### src/rtl/set_seq_pkg.sv
// Shared definitions for the set/release sequencer: state encoding,
// phase counter width, and parameter defaults with their legal limits.
package set_seq_pkg;

    localparam int CNT_W = 8;

    localparam int SYNC_STAGES_DEF = 2;
    localparam int SYNC_STAGES_MIN = 2;
    localparam int SYNC_STAGES_MAX = 4;

    localparam int HOLD_CYCLES_DEF = 4;
    localparam int HOLD_CYCLES_MIN = 1;
    localparam int HOLD_CYCLES_MAX = 255;

    localparam int REC_CYCLES_DEF  = 2;
    localparam int REC_CYCLES_MIN  = 1;
    localparam int REC_CYCLES_MAX  = 255;

    typedef enum logic [2:0] {
        ST_RST_SYNC = 3'd0,
        ST_GATE     = 3'd1,
        ST_ASSERT   = 3'd2,
        ST_RECOVER  = 3'd3,
        ST_IDLE     = 3'd4
    } state_t;

    // Counter value loaded on entry to a state lasting len cycles.
    function automatic logic [CNT_W-1:0] cnt_load(input int len);
        return CNT_W'(len - 1);
    endfunction

endpackage

### src/rtl/set_seq_rst_sync.sv
// Reset synchronizer: asserts asynchronously, releases after SYNC_STAGES
// rising clock edges so downstream logic sees a clean deassertion.
module set_seq_rst_sync
    import set_seq_pkg::*;
#(
    parameter int SYNC_STAGES = SYNC_STAGES_DEF
) (
    input  logic i_clk,
    input  logic i_rst_n,
    output logic o_rst_n
);

    logic [SYNC_STAGES-1:0] r_sync;

    always_ff @(posedge i_clk or negedge i_rst_n) begin
        if (!i_rst_n) begin
            r_sync <= '0;
        end else begin
            r_sync <= {r_sync[SYNC_STAGES-2:0], 1'b1};
        end
    end

    assign o_rst_n = r_sync[SYNC_STAGES-1];

endmodule

### src/rtl/set_release_sequencer.sv
// Sequences the active-low set of a negative-edge flop bank: stop the bank
// clock, pulse SETN low, wait a recovery gap, then re-enable the clock.
module set_release_sequencer
    import set_seq_pkg::*;
#(
    parameter int SYNC_STAGES = SYNC_STAGES_DEF,
    parameter int HOLD_CYCLES = HOLD_CYCLES_DEF,
    parameter int REC_CYCLES  = REC_CYCLES_DEF
) (
    input  logic CLK,
    input  logic RN,
    input  logic SET_REQ,
    output logic SETN_OUT,
    output logic CLK_EN,
    output logic BUSY,
    output logic DONE
);

    if (SYNC_STAGES < SYNC_STAGES_MIN || SYNC_STAGES > SYNC_STAGES_MAX) begin : g_bad_sync
        $error("set_release_sequencer: SYNC_STAGES out of range 2..4");
    end
    if (HOLD_CYCLES < HOLD_CYCLES_MIN || HOLD_CYCLES > HOLD_CYCLES_MAX) begin : g_bad_hold
        $error("set_release_sequencer: HOLD_CYCLES out of range 1..255");
    end
    if (REC_CYCLES < REC_CYCLES_MIN || REC_CYCLES > REC_CYCLES_MAX) begin : g_bad_rec
        $error("set_release_sequencer: REC_CYCLES out of range 1..255");
    end

    logic             w_rst_sync_n;
    state_t           r_state;
    state_t           w_state_nxt;
    logic [CNT_W-1:0] r_cnt;
    logic [CNT_W-1:0] w_cnt_nxt;
    logic             r_pend;
    logic             w_pend_nxt;
    logic             r_setn;
    logic             r_clk_en;
    logic             r_busy;
    logic             r_done;

    set_seq_rst_sync #(
        .SYNC_STAGES(SYNC_STAGES)
    ) u_rst_sync (
        .i_clk   (CLK),
        .i_rst_n (RN),
        .o_rst_n (w_rst_sync_n)
    );

    always_comb begin
        w_state_nxt = r_state;
        w_cnt_nxt   = r_cnt;
        w_pend_nxt  = r_pend;
        if (SET_REQ && (r_state != ST_IDLE)) begin
            w_pend_nxt = 1'b1;
        end
        case (r_state)
            ST_RST_SYNC: begin
                // Loading the full hold length (not length-1) accounts for the
                // edge on which the released synchronizer is first observed.
                if (!w_rst_sync_n) begin
                    w_cnt_nxt = CNT_W'(HOLD_CYCLES);
                end else if (r_cnt == '0) begin
                    w_state_nxt = ST_RECOVER;
                    w_cnt_nxt   = cnt_load(REC_CYCLES);
                end else begin
                    w_cnt_nxt = r_cnt - 1'b1;
                end
            end
            ST_GATE: begin
                w_state_nxt = ST_ASSERT;
                w_cnt_nxt   = cnt_load(HOLD_CYCLES);
            end
            ST_ASSERT: begin
                if (r_cnt == '0) begin
                    w_state_nxt = ST_RECOVER;
                    w_cnt_nxt   = cnt_load(REC_CYCLES);
                end else begin
                    w_cnt_nxt = r_cnt - 1'b1;
                end
            end
            ST_RECOVER: begin
                if (r_cnt == '0) begin
                    w_state_nxt = ST_IDLE;
                end else begin
                    w_cnt_nxt = r_cnt - 1'b1;
                end
            end
            ST_IDLE: begin
                if (SET_REQ || r_pend) begin
                    w_state_nxt = ST_GATE;
                    w_pend_nxt  = 1'b0;
                end
                w_cnt_nxt = '0;
            end
            default: begin
                w_state_nxt = ST_RST_SYNC;
                w_cnt_nxt   = '0;
            end
        endcase
    end

    // Outputs are decoded from the next state so they change on the same
    // edge as the state register while still coming straight from flops.
    always_ff @(posedge CLK or negedge RN) begin
        if (!RN) begin
            r_state  <= ST_RST_SYNC;
            r_cnt    <= '0;
            r_pend   <= 1'b0;
            r_setn   <= 1'b0;
            r_clk_en <= 1'b0;
            r_busy   <= 1'b1;
            r_done   <= 1'b0;
        end else begin
            r_state  <= w_state_nxt;
            r_cnt    <= w_cnt_nxt;
            r_pend   <= w_pend_nxt;
            r_setn   <= (w_state_nxt != ST_RST_SYNC) && (w_state_nxt != ST_ASSERT);
            r_clk_en <= (w_state_nxt == ST_IDLE);
            r_busy   <= (w_state_nxt != ST_IDLE);
            r_done   <= (w_state_nxt == ST_IDLE) && (r_state != ST_IDLE);
        end
    end

    assign SETN_OUT = r_setn;
    assign CLK_EN   = r_clk_en;
    assign BUSY     = r_busy;
    assign DONE     = r_done;

endmodule

### config.mk
export PLATFORM = sky130hd
export DESIGN_NAME = set_release_sequencer
export DESIGN_NICKNAME = d
export VERILOG_FILES = /design/src/rtl/set_seq_pkg.sv /design/src/rtl/set_seq_rst_sync.sv /design/src/rtl/set_release_sequencer.sv
export SDC_FILE = /design/constraint.sdc
export NUM_CORES = 1
export LEC_CHECK = 0
export ABC_CLOCK_PERIOD_IN_PS = 2100
export CORE_ASPECT_RATIO = 0.8
export CORE_MARGIN = 5
export CORE_UTILIZATION = 35
export DETAILED_ROUTE_END_ITERATION = 16
export GPL_TIMING_DRIVEN = 0
export PLACE_DENSITY_LB_ADDON = 0.3
export RECOVER_POWER = 100
export SLEW_MARGIN = 20
export SYNTH_ARGS = -nofsm -noshare
export SYNTH_HDL_FRONTEND = slang
export SYNTH_SLANG_ARGS = --single-unit
### constraint.sdc
create_clock -name CLK -period 2.1 [get_ports CLK]
set_input_delay 0.525 -clock CLK [delete_from_list [all_inputs] [get_ports CLK]]
set_output_delay 0.525 -clock CLK [all_outputs]
set_load 0.01 [all_outputs]
# Yosys cells after proc, flatten, opt, wreduce, memory -nomap -nowiden
# Index checks and enable logic that the tools add are counted.
[word_totals]
ff_bits = 18
input_bits = 3
out_inout_bits = 4
word_cells = 37
[classes]
n_addsub = 1
eq_ne = 9
muxes = 12
n_reduce_logical = 7
[op_table]
columns = ["operator", "count"]
rows = [
  ["one-hot mux 8 bit (4 select lines)", 1],
  ["two-way mux 8 bit", 3],
  ["one-hot mux 3 bit (5 select lines)", 1],
  ["two-way mux 3 bit", 4],
  ["logical NOT 8 bit", 1],
  ["subtractor 8 x 1 -> 8 bit (second input constant)", 1],
  ["equality test 3 x 2 -> 1 bit (second input constant)", 2],
  ["equality test 3 bit (second input constant)", 2],
  ["inequality test 3 bit (second input constant)", 2],
  ["equality test 3 x 1 -> 1 bit (second input constant)", 1],
  ["logical AND 1 bit", 3],
  ["logical NOT 3 bit", 1],
  ["two-way mux 1 bit", 3],
  ["inequality test 3 x 2 -> 1 bit (second input constant)", 1],
  ["nonzero test 3 bit", 1],
  ["inequality test 2 bit (second input constant)", 1],
  ["logical OR 1 bit", 1],
]

# Logic depth before layout (Yosys ltp)
# Gate-level depths: netlist (run 1).
[depth]
ltp_word = 6
mapped_depth = 5
ltp_nobuf = 5

# By module
# A second synthesis (run 1) with hierarchy kept.
[hier_totals]
cells_unflattened = 94
hier_area_um2 = 880.8
[by_module_without_submodules]
columns = ["module", "instances", "cells_per_inst", "area_each_um2", "seq_area_each_um2"]
rows = [
  ["set_release_sequencer", 1, 91, 827.0, 401.6],
  ["set_seq_rst_sync", 1, 3, 53.8, 50.0],
]

# Least setup slack after synthesis (run 1)
# OpenSTA, ideal clock, no wires.
[synth_timing]
path_kind = "register -> register"
start = "reg r_cnt[0]"
end = "reg r_cnt[3]"
setup_ns = 0.140
arrival_time_ns = 1.657
required_ns = 1.960
slack_ns = 0.303
stages_incl_launch_ff = 6
path_buffers = 0
synth_period_minus_slack_ns = 1.797
path_cell_list = "dfrtp_1 -> inv_1 -> ha_1 -> or4b_2 -> nor3_1 -> a211oi_1"
[synth_via]
elab_chain_cells = 4
elab_cells_between_ends = 7
cone_classes = "add/sub: 1; eq/ne: 1; mux: 4; reduce/logical: 1"
[synth_lines]
columns = ["element", "line", "text"]
rows = [
  ["start, declared", "set_release_sequencer.sv:32", "logic [CNT_W-1:0] r_cnt;"],
  ["start signal, assigned", "set_release_sequencer.sv:115", "r_cnt <= w_cnt_nxt;"],
  ["subtractor 8 x 1 -> 8 bit or logical NOT 8 bit (tied branches)", "--", ""],
  ["two-way mux 8 bit", "set_release_sequencer.sv:62, set_release_sequencer.sv:74", ""],
  ["two-way mux 8 bit", "set_release_sequencer.sv:60", "if (!w_rst_sync_n) begin"],
  ["one-hot mux 8 bit (4 select lines)", "set_release_sequencer.sv:56", "case (r_state)"],
]
# Several ways; a longest one is shown, not always the timed one. The select of a mux whose other input is x is not followed.
# A chain may end at the register's enable or synchronous reset.

# Final worst setup path (run 1)
[layout_timing]
start = "reg r_cnt[0]"
end = "reg r_state[0]"
[layout_via]
elab_chain_cells = 4
elab_cells_between_ends = 5
cone_classes = "mux: 4; reduce/logical: 1"
[layout_lines]
columns = ["element", "line", "text"]
rows = [
  ["logical NOT 8 bit *", "set_release_sequencer.sv:62, set_release_sequencer.sv:74, set_release_sequencer.sv:82", ""],
  ["two-way mux 3 bit", "set_release_sequencer.sv:62, set_release_sequencer.sv:74", ""],
  ["two-way mux 3 bit", "set_release_sequencer.sv:60", ""],
  ["one-hot mux 3 bit (5 select lines) *", "set_release_sequencer.sv:56", ""],
  ["net w_state_nxt[0]", "set_release_sequencer.sv:31", "state_t w_state_nxt;"],
  ["end signal, assigned", "set_release_sequencer.sv:114", "r_state <= w_state_nxt;"],
  ["end, declared", "set_release_sequencer.sv:30", "state_t r_state;"],
]
# Mark *: on every way through the listed nets, which the timed path passes. The rest lies on a longest branch.

==> run summary, run 1 <==
SYNTHESIS
----------------------------------------------------------------------------------------
Async SR Flop Fraction                                                            100.0%
Post-Syn Area per Cell                                                         10.29 um2
Post-synth cell types                                                                 36
Post-Syn Instances                                                                    86
Number of warnings printed during yosys synthesis                                      0
Syn Nets                                                                              91
Prevailing post-synth register cell                                         sky130_fd_sc_hd__dfrtp_1
Share of synthesized area occupied by flip-flops and latches                      51.06%
Mapped Area                                                                    884.6 um2
Count of flip-flops with a built-in enable after synthesis                             0
Synth Register Bits                                                                   18

FLOORPLANNING
----------------------------------------------------------------------------------------
Initial core utilization                                                          36.22%
Die width                                                                       66.21 um
Vertical die dimension                                                          54.97 um
Core box area                                                                   2442 um2
Die Footprint                                                                   3639 um2
Std cell rows                                                                         16
Count of boundary I/O pins                                                             7

CLOCK TREE
----------------------------------------------------------------------------------------
Worst-skew pair later-pin latency                                                0.30 ns
Max Buffers Root-to-Sink                                                               2
Hold Buf Count CTS                                                                     0
H-tree levels                                                                          1
Sinks on the clock net                                                                18
Clock-pin slew on the worst setup and hold paths                                 0.10 ns
Clock tree from TritonCTS                                                          built
CTS root buffer                                                             sky130_fd_sc_hd__clkbuf_4
TritonCTS Buffers                                                                      3

TIMING
----------------------------------------------------------------------------------------
Count of pins over their slew limit                                                    0
Clk_skew                                                                      0.01166 ns
Portion of the clock cycle consumed by the worst path in the final layout         93.71%
Final-report setup violation count                                                     0
Highest achievable clock rate                                                 0.5082 GHz
Unrepaired setup endpoints after global routing                                    false
Setup tns final                                                                     0 ns
Slew at the pin closest to its max-slew limit                                  0.7863 ns
Relative slew slack                                                               47.41%
Final worst path period need                                                    1.968 ns
Hold Fails Final Rpt                                                                   0
Final hold slack                                                               0.3594 ns

PLACE
----------------------------------------------------------------------------------------
Port bufs                                                                              6
Routability congestion estimate from global placement                             0.8204
DPL Wire Length                                                                  1217 um

SETUP PATH
----------------------------------------------------------------------------------------
Worst reg-to-reg path cell count                                                       5
Type of the worst setup path                                                register to register
Crit path launch type                                                           register
Critical Path Source                                                        r_cnt[0]$_DFFE_PN0P_
Data arrival time of the critical path                                           2.15 ns
Reg2reg start                                                               r_cnt[0]$_DFFE_PN0P_
Critical Path Sink Type                                                         register
Worst Setup EP                                                              r_state[0]$_DFF_PN0_
Maximum fanout count along the critical path                                           5
Data required time at the worst endpoint                                         2.28 ns
Crit Reg-Reg Endpoint                                                       r_state[0]$_DFF_PN0_
Reg-to-reg slack, setup                                                          0.13 ns

GLOBAL ROUTE
----------------------------------------------------------------------------------------
Antenna violations before repair                                                       0
Global-route wire length before repair                                           3015 um
Global-route total usage across every layer                                       11.21%
Overflow after GRT                                                                     0
Maximum number of pins on one net before global-route repair                          19
Vias in the first global route                                                       662

FINAL LAYOUT
----------------------------------------------------------------------------------------
Total number of nets in the final design                                             102
Number of antenna diodes                                                               0
Commonest non-fill, non-tap cells in the layout                             17 x sky130_fd_sc_hd__dfrtp_1, 8 x sky130_fd_sc_hd__nor2_1, 6 x sky130_fd_sc_hd__o21ai_0, 5 x sky130_fd_sc_hd__dlygate4sd3_1
FILL cells                                                                           248
Growth of design area from synthesis to finish                                    16.13%
Most frequent standard cell in the layout excluding fill and tap cells      sky130_fd_sc_hd__dfrtp_1
Layout cell share with drive strength beyond 1                                    13.54%

ROUTE
----------------------------------------------------------------------------------------
First-pass iteration count of the detailed router                                      4
Via count normalized by instance count                                             5.348
Detail-routed net length per standard cell                                      12.83 um
Final routed DRC violation total                                                       0
Routed vias                                                                          706
Number of DRC markers in iteration 0                                                  25
Routed WL                                                                        1694 um
Antenna-violating nets left                                                            0

HOLD PATH
----------------------------------------------------------------------------------------
Tightest Hold Check Type                                                    register to register
Hold Startpoint                                                             u_rst_sync.r_sync[0]$_DFF_PN0_

RUN STATUS
----------------------------------------------------------------------------------------
Run status                                                                  finished clean

POWER AND IR DROP
----------------------------------------------------------------------------------------
LEAKAGE                                                                     0.0004159 uW
Max VDD drop                                                                 0.0004414 V
Power density over the cells                                                 1262 nW/um2

FLOW RUN
----------------------------------------------------------------------------------------
# Max-Cap Violations                                                                   0

==> cells by family (layout without fill, tap and decap cells) <==
logic type / count (synthesis) / after routing / synth area share, %
fa+ha+maj: 2 / 2 / 2.828
simple gates: 34 / 34 / 22.49
xor+xnor: 2 / 2 / 1.981
compound gates: 23 / 23 / 18.53
other cells: 1 / 1 / 0.4239
buf+inv: 6 / 16 / 2.687
flops: 18 / 18 / 51.06
==> worst max-delay path, cell delays in order (launching register included) <==
cell and delay, ns:
sky130_fd_sc_hd__dfrtp_1 0.43, sky130_fd_sc_hd__inv_1 0.11, sky130_fd_sc_hd__ha_1 0.23, sky130_fd_sc_hd__or4b_2 0.68, sky130_fd_sc_hd__nor2_1 0.25, sky130_fd_sc_hd__o211ai_1 0.14
==> repair_timing <==
action                                  4_1_cts  5_1_grt
pin swaps                                     0        0
setup buffers                                 0        0
gates resized for setup                       1        1
endpoints found under the setup margin        1        3
cloned                                        0        0
==> power by group <==
part           internal [uW]  switching, uW
combinational            249            306
clock                   73.9            104
sequential               449            116
==> synthesized netlist by cell type (all sizes together), types with 2 or more instances <==
master,count,area (um2)
nand2,3,11.26
or4,3,26.27
clkbuf,3,12.51
or2,2,12.51
o21a,2,15.01
nor3b,2,15.01
nand2b,3,18.77
nor4,2,12.51
a211oi,4,35.03
dfrtp,17,425.4
xor2,2,17.52
nor3,4,20.02
nor2,8,30.03
a221oi,3,26.28
ha,2,25.02
o21ai,6,30.03
o31ai,2,15.01
inv,3,11.26
==> per-layer routing <==
layer	up-vias	share of wire (%)	GRT usage, %
li1	340	-	-
met1	338	48	14.97
met2	23	45	17.13
met3	5	4.3	2.020
met4	0	2.2	6.757
met5	-	0	0
==> how the worst min path moves through the flow <==
stage                                           to  slack [ns]  cells after the start
global route        u_rst_sync.r_sync[1]$_DFF_PN0_        0.39                      0
CTS                 u_rst_sync.r_sync[1]$_DFF_PN0_        0.37                      0
detailed placement  u_rst_sync.r_sync[1]$_DFF_PN0_        0.35                      0
global placement    u_rst_sync.r_sync[1]$_DFF_PN0_        0.34                      0
finish              u_rst_sync.r_sync[1]$_DFF_PN0_        0.36                      0
floorplan                         CLK_EN$_DFF_PN0_        0.23                      0
==> registers in the layout, summed over array words and instances (netlist names) <==
name               count
r_cnt                  8
r_state                3
u_rst_sync.r_sync      2
BUSY                   1
CLK_EN                 1
DONE                   1
SETN_OUT               1
r_pend                 1
==> stage by stage <==
stage / area (um2) / power (uW) / util (%) / cells / worst slack, ns
6_report: 1027 / 1297 / 42.06 / 132 / 0.1321
5_1_grt: 1027 / 1416 / 42.06 / 132 / 0.02649
4_1_cts: 1022 / 1297 / 41.85 / 132 / 0.1242
3_5_place_dp: 989.7 / 1107 / 40.52 / 128 / 0.01122
3_3_place_gp: 989.7 / 1096 / 40.52 / 128 / 0.01133
2_1_floorplan: 884.6 / 963.8 / - / 86 / 0.3034
==> final cells by class <==
type | count | area [um2] | share of cell area (%)
flip-flops and latches | 18 | 451.7 | 43.97
inverters | 3 | 11.26 | 1.096
well taps | 36 | 45.04 | 4.385
clock buffers | 4 | 26.28 | 2.558
multi-input cells | 62 | 420.4 | 40.93
plain buffers | 3 | 12.51 | 1.218
repair buffers | 6 | 60.06 | 5.847
No activity file was read; power rests on OpenSTA's default activity.
==> inputs of run 2 (changes only) <==
--- a/config.mk
+++ b/config.mk
@@ -5,6 +5,7 @@
 export SDC_FILE = /design/constraint.sdc
 export NUM_CORES = 1
 export LEC_CHECK = 0
+export ABC_AREA = 1
 export ABC_CLOCK_PERIOD_IN_PS = 2100
 export CORE_ASPECT_RATIO = 0.8
 export CORE_MARGIN = 5
==> run 2 against run 1 <==
Net effect: register-to-register slack better by 0.20 ns; critical endpoint is now BUSY; worst setup slack better by 0.034 ns; hold slack worse by 0.0014 ns.
==> run summary, run 2 <==
SYNTHESIS
----------------------------------------------------------------------------------------
Count of flip-flops with a built-in enable after synthesis                             0   unchanged
Yosys top cell area share                                                         44.44%   -3.6 points
Largest cells by area after synthesis                                       sky130_fd_sc_hd__dfrtp_1 44%, sky130_fd_sc_hd__nand2_1 7.5%, sky130_fd_sc_hd__nand3_1 5.8%
Post-Syn Instances                                                                   110   +28%
Synth Register Bits                                                                   18   unchanged
Number of warnings printed during yosys synthesis                                      0   unchanged
Share of synthesized area occupied by flip-flops and latches                      47.19%   -3.9 points
Post-synth cell types                                                                 24   -33%
Post-Syn Area per Cell                                                         8.702 um2   -15%
Mapped Area                                                                    957.2 um2   +8.2%
Top cell types by occurrence after synthesis                                19 x sky130_fd_sc_hd__nand2_1, 17 x sky130_fd_sc_hd__dfrtp_1, 13 x sky130_fd_sc_hd__inv_1
Prevailing post-synth register cell                                         sky130_fd_sc_hd__dfrtp_1
Syn Nets                                                                             115   +26%
Post-synth top area cell                                                    sky130_fd_sc_hd__dfrtp_1
Most common cell in the netlist                                             sky130_fd_sc_hd__nand2_1
Async SR Flop Fraction                                                            100.0%   unchanged

ROUTE
----------------------------------------------------------------------------------------
Detail-routed net length per standard cell                                      10.44 um   -19%
First-pass iteration count of the detailed router                                      4   unchanged
Antenna-violating nets left                                                            0   unchanged
Routed vias                                                                          704   -0.28%
Routed WL                                                                        1650 um   -2.6%
Number of DRC markers in iteration 0                                                  15   -40%
Via count normalized by instance count                                             4.456   -17%
Final routed DRC violation total                                                       0   unchanged

PLACE
----------------------------------------------------------------------------------------
Routability congestion estimate from global placement                             0.7906   -3.6%
Post-placement cell count                                                            154   +20%
DPL Wire Length                                                                  1299 um   +6.7%
Port bufs                                                                              6   unchanged

SETUP PATH
----------------------------------------------------------------------------------------
Number of gates on the worst path with buffers counted                                 1   -4
Data required time at the worst endpoint                                         1.57 ns   -0.71 ns
Critical Path Sink Type                                                     primary output
Worst reg-to-reg path cell count                                                       8   +3
Total buffers and inverters traversed by the critical path                             1   unchanged
Cell breakdown of the critical path                                         dlygate4sd3_1
Top delay family on crit path                                               buffers and inverters
CP max stage cell                                                           sky130_fd_sc_hd__dlygate4sd3_1
Maximum fanout count along the critical path                                           1   -4
Crit path launch type                                                           register
Type of the worst setup path                                                register to primary output
Data arrival time of the critical path                                           1.41 ns   -0.74 ns
Slowest Stage Delay on Critical Path                                             0.59 ns   -0.09 ns

TIMING
----------------------------------------------------------------------------------------
Relative slew slack                                                               46.14%   -1.3 points
Clk_skew                                                                     0.007197 ns   -0.004458 ns
Final-report setup violation count                                                     0   unchanged
Slew at the pin closest to its max-slew limit                                  0.8052 ns   +0.01887 ns
Hold Fails Final Rpt                                                                   0   unchanged
Setup tns final                                                                     0 ns   unchanged
Count of pins over their slew limit                                                    0   unchanged
Unrepaired setup endpoints after global routing                                    false
Highest achievable clock rate                                                 0.5170 GHz   +1.7%
Portion of the clock cycle consumed by the worst path in the final layout         92.11%   -1.6 points
Final worst path period need                                                    1.934 ns   -0.03351 ns

GLOBAL ROUTE
----------------------------------------------------------------------------------------
Vias in the first global route                                                       675   +2.0%
Global-route wire length before repair                                           3098 um   +2.8%
Antenna violations before repair                                                       0   unchanged
Maximum number of pins on one net before global-route repair                          19   unchanged
Global-route total usage across every layer                                       10.63%   -0.58 points
Overflow after GRT                                                                     0   unchanged

CLOCK TREE
----------------------------------------------------------------------------------------
H-tree levels                                                                          1   unchanged
Hold Buf Count CTS                                                                     0   unchanged
CTS root buffer                                                             sky130_fd_sc_hd__clkbuf_4
Post-CTS Setup Bufs                                                                    0   unchanged
Clock-pin slew on the worst setup and hold paths                                 0.10 ns   about the same
Clock tree from TritonCTS                                                          built
Max Buffers Root-to-Sink                                                               2   unchanged
TritonCTS Buffers                                                                      3   unchanged
Worst-skew pair later-pin latency                                                0.30 ns   about the same
Number of resized instances in the post-cts repair step                                0   -1
Sinks on the clock net                                                                18   unchanged

FINAL LAYOUT
----------------------------------------------------------------------------------------
Layout cell share with drive strength beyond 1                                    17.50%   +4.0 points
Number of antenna diodes                                                               0   unchanged
Growth of design area from synthesis to finish                                    11.24%
Most frequent standard cell in the layout excluding fill and tap cells      sky130_fd_sc_hd__nand2_1
Largest reg by FF count                                                            r_cnt
Registers with the highest flip-flop counts                                 r_cnt (8), r_state (3), u_rst_sync.r_sync (2)
Count of non-filler cells in the finished layout                                     158   +20%
FILL cells                                                                           291   +17%
Number of flip-flops in the largest register                                           8   unchanged
Total number of nets in the final design                                             126   +24%
Commonest non-fill, non-tap cells in the layout                             21 x sky130_fd_sc_hd__nand2_1, 17 x sky130_fd_sc_hd__dfrtp_1, 13 x sky130_fd_sc_hd__inv_1, 13 x sky130_fd_sc_hd__nand3_1, 12 x sky130_fd_sc_hd__nor2_1

FLOORPLANNING
----------------------------------------------------------------------------------------
Die Footprint                                                                   3887 um2   +6.8%
Die width                                                                       68.47 um   +3.4%
Count of boundary I/O pins                                                             7   unchanged
Vertical die dimension                                                          56.78 um   +3.3%
Core box area                                                                   2680 um2   +9.7%
Initial core utilization                                                          35.71%   -0.50 points
Std cell rows                                                                         17   +1

RUN STATUS
----------------------------------------------------------------------------------------
Run status                                                                  finished clean

POWER AND IR DROP
----------------------------------------------------------------------------------------
Max VDD drop                                                                 0.0003641 V   -18%
Power density over the cells                                                 1195 nW/um2   -5.4%
LEAKAGE                                                                     0.0005459 uW   +31%

FLOW RUN
----------------------------------------------------------------------------------------
# Max-Cap Violations                                                                   0   unchanged

HOLD PATH
----------------------------------------------------------------------------------------
Tightest Hold Check Type                                                    register to register
Hold Path Cell Cnt                                                                     0   unchanged

==> run 2: through the flow <==
step	util (%)	total power (uW)	worst slack, ns	hold slack, ns	cell area [um2]
finish	39.73	1272	0.1657	0.3580	1065
global route	39.73	1420	0.09810	0.3777	1065
CTS	41.08	1340	0.2124	0.3624	1101
detailed placement	39.73	1117	0.5013	0.3373	1065
global placement	39.73	1104	0.5221	0.3323	1065
floorplan	-	992.2	0.8073	0.2294	957.2
==> run 2: layout make-up <==
type                    count  area, um2  area share (%)
well taps                  38      47.55           4.465
flip-flops and latches     18      451.7           42.42
inverters                  17      65.06           6.110
multi-input cells          75      404.1           37.96
repair buffers              6      60.06           5.640
clock buffers               4      36.28           3.408
==> run 2: worst paths after layout <==
kind	start	to	slack [ns]
worst max-delay path	BUSY$_DFF_PN1_	BUSY	0.17
worst min-delay path	u_rst_sync.r_sync[0]$_DFF_PN0_	u_rst_sync.r_sync[1]$_DFF_PN0_	0.36
worst max register to register	r_cnt[0]$_DFFE_PN0P_	SETN_OUT$_DFF_PN0_	0.33
worst min register to register	u_rst_sync.r_sync[0]$_DFF_PN0_	u_rst_sync.r_sync[1]$_DFF_PN0_	0.36
max in group asynchronous	RN	u_rst_sync.r_sync[0]$_DFF_PN0_	0.85
min in group asynchronous	RN	r_cnt[5]$_DFFE_PN0P_	0.75
==> run 2: cells by family (layout without fill, tap and decap cells) <==
family | Yosys count | after routing | share of synthesized area (%)
flops | 18 | 18 | 47.19
buf+inv | 17 | 27 | 6.929
other cells | 1 | 1 | 0.3918
simple gates | 60 | 60 | 35.03
compound gates | 10 | 10 | 6.014
xor+xnor | 2 | 2 | 1.830
fa+ha+maj | 2 | 2 | 2.614
==> run 2: power breakdown <==
group / switching [uW] / internal (uW)
clock: 111 / 106
combinational: 348 / 211
sequential: 69.5 / 427
==> run 2: routing by layer <==
metal	share of wire, %	track usage [%]
met2	47	15.92
met1	49	14.16
met4	1.2	3.399
met3	2.7	3.600
met5	0	0
